[config.mk]
export PLATFORM = sky130hd
export DESIGN_NAME = pmem_arbiter
export DESIGN_NICKNAME = d
export VERILOG_FILES = /design/src/rtl/pmem_arbiter.sv
export SDC_FILE = /design/constraint.sdc
export NUM_CORES = 1
export LEC_CHECK = 0
export BUFFER_PORTS_ARGS = -buffer_cell sky130_fd_sc_hd__buf_2
export CORE_AREA = 4 4 321 323
export DETAILED_ROUTE_END_ITERATION = 16
export DIE_AREA = 0 0 325 327
export GPL_TIMING_DRIVEN = 1
export MAX_ROUTING_LAYER = met4
export REMOVE_ABC_BUFFERS = 1
export SYNTH_ARGS = -nofsm -noshare
export SYNTH_HDL_FRONTEND = slang
export SYNTH_SLANG_ARGS = --single-unit
[constraint.sdc]
create_clock -name clk -period 4 [get_ports clk]
set_input_delay 0.2 -clock clk [delete_from_list [all_inputs] [get_ports clk]]
set_output_delay 0.2 -clock clk [all_outputs]
set_load 0.03 [all_outputs]
[src/rtl/pmem_arbiter.sv]
// Shares one physical-memory port between icache and dcache, one line transaction at a time.
// Latency: command one cycle after grant; resp is forwarded combinationally to the owner only.
module pmem_arbiter #(
    parameter bit ROUND_ROBIN = 1'b1,
    parameter int ADDR_W      = 16,
    parameter int LINE_W      = 128
) (
    input  logic              clk,
    input  logic              rst,
    input  logic              icache_pmem_read,
    input  logic              icache_pmem_write,
    input  logic [ADDR_W-1:0] icache_pmem_address,
    input  logic [LINE_W-1:0] icache_pmem_wdata,
    output logic              icache_pmem_resp,
    output logic [LINE_W-1:0] icache_pmem_rdata,
    input  logic              dcache_pmem_read,
    input  logic              dcache_pmem_write,
    input  logic [ADDR_W-1:0] dcache_pmem_address,
    input  logic [LINE_W-1:0] dcache_pmem_wdata,
    output logic              dcache_pmem_resp,
    output logic [LINE_W-1:0] dcache_pmem_rdata,
    input  logic              pmem_resp,
    input  logic [LINE_W-1:0] pmem_rdata,
    output logic              pmem_read,
    output logic              pmem_write,
    output logic [ADDR_W-1:0] pmem_address,
    output logic [LINE_W-1:0] pmem_wdata,
    output logic [1:0]        arb_owner
);

    typedef enum logic [1:0] {
        IDLE    = 2'b00,
        SERVE_I = 2'b01,
        SERVE_D = 2'b10
    } state_t;

    state_t            state_q;
    logic              last_grant_q;   // 0: icache served last, 1: dcache served last
    logic              pmem_read_q;
    logic              pmem_write_q;
    logic [ADDR_W-1:0] pmem_address_q;
    logic [LINE_W-1:0] pmem_wdata_q;
    logic [1:0]        arb_owner_q;

    logic i_req;
    logic d_req;
    logic pick_dcache;

    always_comb begin
        i_req       = icache_pmem_read | icache_pmem_write;
        d_req       = dcache_pmem_read | dcache_pmem_write;
        // On a tie, fixed priority favours dcache; round robin favours whoever was not served last.
        pick_dcache = d_req & (~i_req | ~ROUND_ROBIN | ~last_grant_q);
    end

    always_ff @(posedge clk or posedge rst) begin
        if (rst) begin
            state_q        <= IDLE;
            last_grant_q   <= 1'b0;
            pmem_read_q    <= 1'b0;
            pmem_write_q   <= 1'b0;
            pmem_address_q <= '0;
            pmem_wdata_q   <= '0;
            arb_owner_q    <= 2'b00;
        end else begin
            case (state_q)
                IDLE: begin
                    // A write wins over a simultaneous read from the same requester.
                    if (pick_dcache) begin
                        state_q        <= SERVE_D;
                        arb_owner_q    <= 2'b10;
                        pmem_write_q   <= dcache_pmem_write;
                        pmem_read_q    <= dcache_pmem_read & ~dcache_pmem_write;
                        pmem_address_q <= dcache_pmem_address;
                        pmem_wdata_q   <= dcache_pmem_wdata;
                    end else if (i_req) begin
                        state_q        <= SERVE_I;
                        arb_owner_q    <= 2'b01;
                        pmem_write_q   <= icache_pmem_write;
                        pmem_read_q    <= icache_pmem_read & ~icache_pmem_write;
                        pmem_address_q <= icache_pmem_address;
                        pmem_wdata_q   <= icache_pmem_wdata;
                    end
                end
                SERVE_I, SERVE_D: begin
                    if (pmem_resp) begin
                        state_q      <= IDLE;
                        arb_owner_q  <= 2'b00;
                        pmem_read_q  <= 1'b0;
                        pmem_write_q <= 1'b0;
                        last_grant_q <= (state_q == SERVE_D);
                    end
                end
                default: begin
                    state_q <= IDLE;
                end
            endcase
        end
    end

    assign icache_pmem_resp  = pmem_resp & (state_q == SERVE_I);
    assign dcache_pmem_resp  = pmem_resp & (state_q == SERVE_D);
    assign icache_pmem_rdata = pmem_rdata;
    assign dcache_pmem_rdata = pmem_rdata;

    assign pmem_read    = pmem_read_q;
    assign pmem_write   = pmem_write_q;
    assign pmem_address = pmem_address_q;
    assign pmem_wdata   = pmem_wdata_q;
    assign arb_owner    = arb_owner_q;

endmodule

==> results of run 1 <==
-- registers in the layout (all words and copies together) (netlist names) --
name / flops
last_grant_q: 1
pmem_wdata: 128
arb_owner: 2
pmem_write: 1
pmem_read: 1
pmem_address: 16
state_q: 2
-- per-stage QoR --
step | TNS (ps) | util, % | area, µm²
after floorplan | -57640 | - | 6430
after global placement | 0 | 10.4 | 10400
after detailed placement | 0 | 10.4 | 10400
after CTS | 0 | 13.9 | 13900
after global routing | 0 | 13.9 | 13900
final | 0 | 13.9 | 13900
-- synthesized netlist by cell type (2+ instances only) --
| library cell | count | area [µm²] |
|---|---|---|
| buf_4 | 257 | 1930 |
| dfrtp_1 | 151 | 3780 |
| and2_1 | 147 | 920 |
| a221o_1 | 144 | 1440 |
| clkbuf_1 | 24 | 90.1 |
| buf_2 | 13 | 65.1 |
| inv_1 | 9 | 33.8 |
| buf_6 | 8 | 90.1 |
| ha_1 | 3 | 37.5 |
| o22ai_1 | 3 | 18.8 |
| o32ai_1 | 3 | 26.3 |
| a21oi_1 | 2 | 10.0 |
| a22oi_1 | 2 | 15.0 |
| nand2_1 | 2 | 7.51 |
| nand2b_1 | 2 | 12.5 |
-- worst register-to-register path: cells and delay by family, from the launching register on --
family	cells	cell delay, ps
adders and majority gates	1	350
DFF	1	390
AOI/OAI and AO/OA	2	550
buffers and inverters	3	1270
and+or+nand+nor	1	420
-- worst paths after layout --
path	start	to	slack (ps)
max in group asynchronous	rst	pmem_address[13]$_DFFE_PP0P_	2570
worst max-delay path	state_q[0]$_DFFE_PP0P_	pmem_wdata[8]$_DFFE_PP0P_	970
min in group asynchronous	rst	pmem_wdata[67]$_DFFE_PP0P_	390
worst min register to register	pmem_write$_DFFE_PP0P_	pmem_write$_DFFE_PP0P_	540
worst max register to register	state_q[0]$_DFFE_PP0P_	pmem_wdata[8]$_DFFE_PP0P_	970
worst min-delay path	pmem_resp	last_grant_q$_DFFE_PP0P_	120
-- per-layer routing --
metal  vias up  part of all wire, %
met5         -                    0
met4         0                  1.2
met3        63                   24
met2      1172                   39
met1      4193                   36
li1       3480                    -
-- power breakdown --
group | total [µW] | internal [µW] | switching [µW] | leakage, µW
clock | 1690 | 839 | 854 | 0.000277
sequential | 2750 | 2290 | 458 | 0.00185
combinational | 6920 | 3020 | 3900 | 0.00417
total | 11400 | 6150 | 5210 | 0.00630
-- logic make-up after synthesis --
logic type / Yosys count / synth area share, %
multiplexers: 1 / 0.131
adder cells (fa/ha/maj): 3 / 0.436
AO/OA/AOI/OAI: 162 / 18.5
flip-flops: 151 / 43.9
buffers and inverters: 311 / 25.7
AND/OR/NAND/NOR: 157 / 11.4
-- layout make-up --
class / count / area share, %
Sequential cell: 151 / 27.2
Multi-Input combinational cell: 323 / 18.9
Inverter: 9 / 0.297
Tap cell: 1298 / 11.7
Clock inverter: 14 / 0.973
Antenna cell: 10 / 0.180
Timing Repair Buffer: 743 / 37.5
Clock buffer: 18 / 3.16
-- timing repair --
action	CTS	global route
hold buffers	289	0
gates resized for setup	0	0
endpoints found under the hold margin	246	0
==> impl_metrics.tcl, run 1 <==
set metrics [dict create \
    status "complete, no violations" \
    place_ws_ps 1540 \
    synthesis.area_mm2 0.00861 \
    regArea_mm2 0.00378 \
    grt_use_met3_pct 19.4 \
    start_kind "flop" \
    min_path_cells 3 \
    rows 116 \
    worstSkewPairLatency_ps 490 \
    slowest_delay_ps 610 \
    fillers 11200 \
    worstPathMaxFanout 57 \
    min_period_ps 3030 \
    root_buffer "clkbuf_16" \
    cts_tree "yes" \
    drt-total-wl_um 92200 \
    clkSinkCount 151 \
    synth_ff_type "dfrtp_1" \
    synth.distinct_cells 30 \
    final_cell_mix "buf_2, dlygate4sd3_1, dfrtp_1" \
    crit_chain "inv_1, ha_1, o21a_1, and2_4, buf_4, a221o_1, dlygate4sd3_1" \
    rsz0062_at_grt "false" \
    path_delay_family "buffers and inverters" \
    final_nets 1671 \
    reg2reg_depth 7 \
    cp_slowest_cell "buf_4" \
    viasPerCell 3.47 \
    drive_gt1_share_pct 39.2 \
    p_leak_uw 0.00630 \
    ys_seq_area_share_pct 43.9 \
    drt-initial-drc-count 603 \
    cts-htree-levels 4 \
    max_slew_margin_pct 40.3 \
    worst_pin_slew_ps 896 \
    fin_cells 2566 \
    hold_path.class "in -> reg" \
    syn2layout_area_growth_pct 61.3 \
    slew_violations 0 \
    cp.arrival_ps 3450 \
    clock.fmax_mhz 330 \
    postCtsSetupBuffers 0 \
    route.detailed.drc 0 \
    clkTransAtPathRegs_ps 80 \
    async_flop_share_pct 100 \
    ant_nets 0 \
    gr-total-overflow 0 \
    ys_warn_count 0 \
    grt_pass1_vias 9031 \
    ios 829 \
    routabilityCongestion 0.858 \
    grt_pass1_wl_um 114000 \
    worst_slack_ps 969 \
    drt-pass1-iter-count 4 \
    crit_cells 7 \
    cts_buffers 17 \
    vias 8908 \
    totalPowerFinal_uw 11400 \
    path_buf_inv 3 \
    fin_hold_ws_ps 121 \
    grtUsageTotal_pct 17.5 \
    multi_input_area_mm2 0.00263 \
    clk_path_buf_depth 2 \
    start_util_pct 8.62 \
    post-route-period-util_pct 75.8 \
    grt.busiest_layer "met2" \
    hold_viol 0 \
    dp_cells 2235 \
    final_common_cell "buf_2" \
    critPathKind "reg -> reg" \
    crit_required_ps 4420 \
    die_w_um 325 \
    cap_violations 0 \
    antenna_found_initial 23 \
    setup_viol 0 \
    wl_per_cell_um 35.9 \
    dpl.hpwl_um 73800 \
    core-area_mm2 0.0999 \
    peakVddDrop_mv 0.376 \
    syn_inst 785 \
    endpoint_kind "flop" \
    fp.dieH_um 327 \
    fp.dieArea_mm2 0.106 \
    powerDensity_mw_per_mm2 818 \
    synth-seq-cells 151 \
    syn_avg_cell_area_um2 11.0 \
    clock_skew_ps 21.3 \
    grt_start_max_net_pins 105 \
    gr-usage-met1_pct 17.3 \
    portBuffers 444 \
    grt_use_met2_pct 23.3 \
    synth-edff-count 0 \
]
Note: power is estimated with default switching activity, not from simulation.
==> inputs of run 2 (changes only) <==
--- a/config.mk
+++ b/config.mk
@@ -5,10 +5,11 @@
 export SDC_FILE = /design/constraint.sdc
 export NUM_CORES = 1
 export LEC_CHECK = 0
+export ABC_AREA = 1
 export BUFFER_PORTS_ARGS = -buffer_cell sky130_fd_sc_hd__buf_2
-export CORE_AREA = 4 4 321 323
+export CORE_AREA = 4 4 318 320
 export DETAILED_ROUTE_END_ITERATION = 16
-export DIE_AREA = 0 0 325 327
+export DIE_AREA = 0 0 322 324
 export GPL_TIMING_DRIVEN = 1
 export MAX_ROUTING_LAYER = met4
 export REMOVE_ABC_BUFFERS = 1
==> constraint.sdc (replaced) <==
create_clock -name clk -period 2.4 [get_ports clk]
set_input_delay 0.12 -clock clk [delete_from_list [all_inputs] [get_ports clk]]
set_output_delay 0.12 -clock clk [all_outputs]
set_load 0.03 [all_outputs]
==> impl_metrics.tcl, run 2 <==
set metrics [dict create \
    syn_avg_cell_area_um2 7.54 \
    final_cell_mix "buf_2, nand2_1, dlygate4sd3_1" \
    clock_skew_ps 16.6 \
    worstSkewPairLatency_ps 500 \
    synth-edff-count 0 \
    clkTransAtPathRegs_ps 80 \
    ant_nets 0 \
    synth-seq-cells 151 \
    max_slew_margin_pct 63.3 \
    dpl.hpwl_um 77900 \
    core-area_mm2 0.0981 \
    grt_start_max_net_pins 79 \
    drive_gt1_share_pct 28.7 \
    root_buffer "clkbuf_16" \
    grt_pass1_vias 11300 \
    stdcell_area_mm2 0.0154 \
    ios 829 \
    drt-pass1-iter-count 5 \
    vias 11600 \
    die_w_um 322 \
    async_flop_share_pct 100 \
    post-route-period-util_pct 95.6 \
    grtUsageTotal_pct 18.9 \
    portBuffers 444 \
    post_cts_resized 0 \
    cap_violations 0 \
    totalPowerFinal_uw 19200 \
    clock.fmax_mhz 436 \
    fp.dieArea_mm2 0.104 \
    drt-total-wl_um 97700 \
    synth.distinct_cells 19 \
    status "complete, no violations" \
    ys_seq_area_share_pct 37.4 \
    clk_path_buf_depth 2 \
    hold_viol 0 \
    worst_slack_ps 107 \
    yosysMostFrequentCell "nand2_1" \
    ys_warn_count 0 \
    final_common_cell "buf_2" \
    peakVddDrop_mv 0.674 \
    crit_required_ps 2830 \
    final_nets 2202 \
    worstPathMaxFanout 66 \
    synth_top_area_share_pct 37.4 \
    start_util_pct 10.3 \
    slew_violations 0 \
    grt_pass1_wl_um 122000 \
    ys_top_cells_by_area "dfrtp_1, buf_4, nand2_1, nand3_1, nand3b_1" \
    gr-total-overflow 0 \
    endpoint_kind "flop" \
    place_ws_ps 644 \
    antenna_found_initial 11 \
    hold_path.class "in -> reg" \
    place_area_mm2 0.0120 \
    p_leak_uw 0.00761 \
    rows 115 \
    wl_per_cell_um 31.7 \
    syn2layout_area_growth_pct 52.5 \
    fillers 11000 \
    worst_pin_slew_ps 551 \
    cts_tree "yes" \
    synthTopCellsByCount "nand2_1, buf_4, nand3_1, dfrtp_1, inv_1" \
    powerDensity_mw_per_mm2 1240 \
    viasPerCell 3.78 \
    start_kind "input port" \
    drt-initial-drc-count 816 \
    cp.arrival_ps 2720 \
    largest_reg_flops 128 \
    critPathKind "in -> reg" \
    rsz0062_at_grt "false" \
    setup_viol 0 \
    cts-htree-levels 4 \
    min_period_ps 2290 \
    syn_inst 1340 \
    fp.dieH_um 324 \
    routabilityCongestion 0.864 \
    clkSinkCount 151 \
    fin_setup_tns_ps 0 \
    synthesis.area_mm2 0.0101 \
    route.detailed.drc 0 \
    synth_ff_type "dfrtp_1" \
    cts_buffers 17 \
    synth_top_area_cell "dfrtp_1" \
]
run 2: cell families (layout without fill, tap and decap cells):
kind of cell | count (synthesis) | in the layout | share of synthesized area [%]
buf+inv | 459 | 908 | 27.9
flops | 151 | 151 | 37.4
simple gates | 725 | 725 | 34.2
fa+ha+maj | 3 | 3 | 0.372
other cells | 0 | 7 | 0
compound gates | 2 | 2 | 0.0990
run 2: layout make-up:
cell class / instances / area [µm²] / area share [%]
repair buffers: 756 / 5420 / 35.2
flip-flops and latches: 151 / 3780 / 24.5
multi-input cells: 730 / 3540 / 23.0
well taps: 1287 / 1610 / 10.5
inverters: 120 / 468 / 3.04
clock buffers: 17 / 425 / 2.76
clock inverters: 15 / 146 / 0.950
diodes: 7 / 17.5 / 0.114
run 2: critical path: stages:
cell and delay, ps:
dlygate4sd3_1 540, buf_2 150, nor2_2 230, nand2_1 150, nand2_4 120, buf_12 240
buf_12 310, nand2_1 100, nand3_1 100, dlygate4sd3_1 570
run 2: path summary, 6_finish.rpt:
check | startpoint | endpoint | slack (ps) | cells after the start
hold reg to reg | pmem_wdata[72]$_DFFE_PP0P_ | pmem_wdata[72]$_DFFE_PP0P_ | 480 | 2
setup / recovery | dcache_pmem_write | pmem_wdata[3]$_DFFE_PP0P_ | 110 | 10
max in group asynchronous | rst | pmem_wdata[73]$_DFFE_PP0P_ | 1550 | 4
setup reg to reg | state_q[0]$_DFFE_PP0P_ | pmem_wdata[3]$_DFFE_PP0P_ | 150 | 6
hold / removal | icache_pmem_address[12] | pmem_address[12]$_DFFE_PP0P_ | 20 | 5
min in group asynchronous | rst | pmem_wdata[52]$_DFFE_PP0P_ | 160 | 3
run 2: metal layers:
metal,up-vias,track usage (%),share of wire [%]
met5,-,-,0
met4,0,6.11,3.2
met3,124,19.4,23
met2,1284,23.9,37
met1,5395,19.4,37
li1,4839,-,-
run 2: timing repair:
action                                 4_1_cts  5_1_grt
buffers inserted                             0        0
hold buffers                               283        0
endpoints found under the hold margin      300        0
run 2: stage by stage:
step                hold slack [ps]  cells  utilization, %
global route                   49.5   3079            15.7
floorplan                       240   1001               -
finish                         21.5   3083            15.7
global placement                119   2761            12.2
CTS                           0.655   3076            15.7
detailed placement              124   2761            12.2
run 2: report_power, final:
part	internal [µW]	switching, µW
clock network	1380	1410
registers	3860	844
logic	4100	7570
total	9340	9820
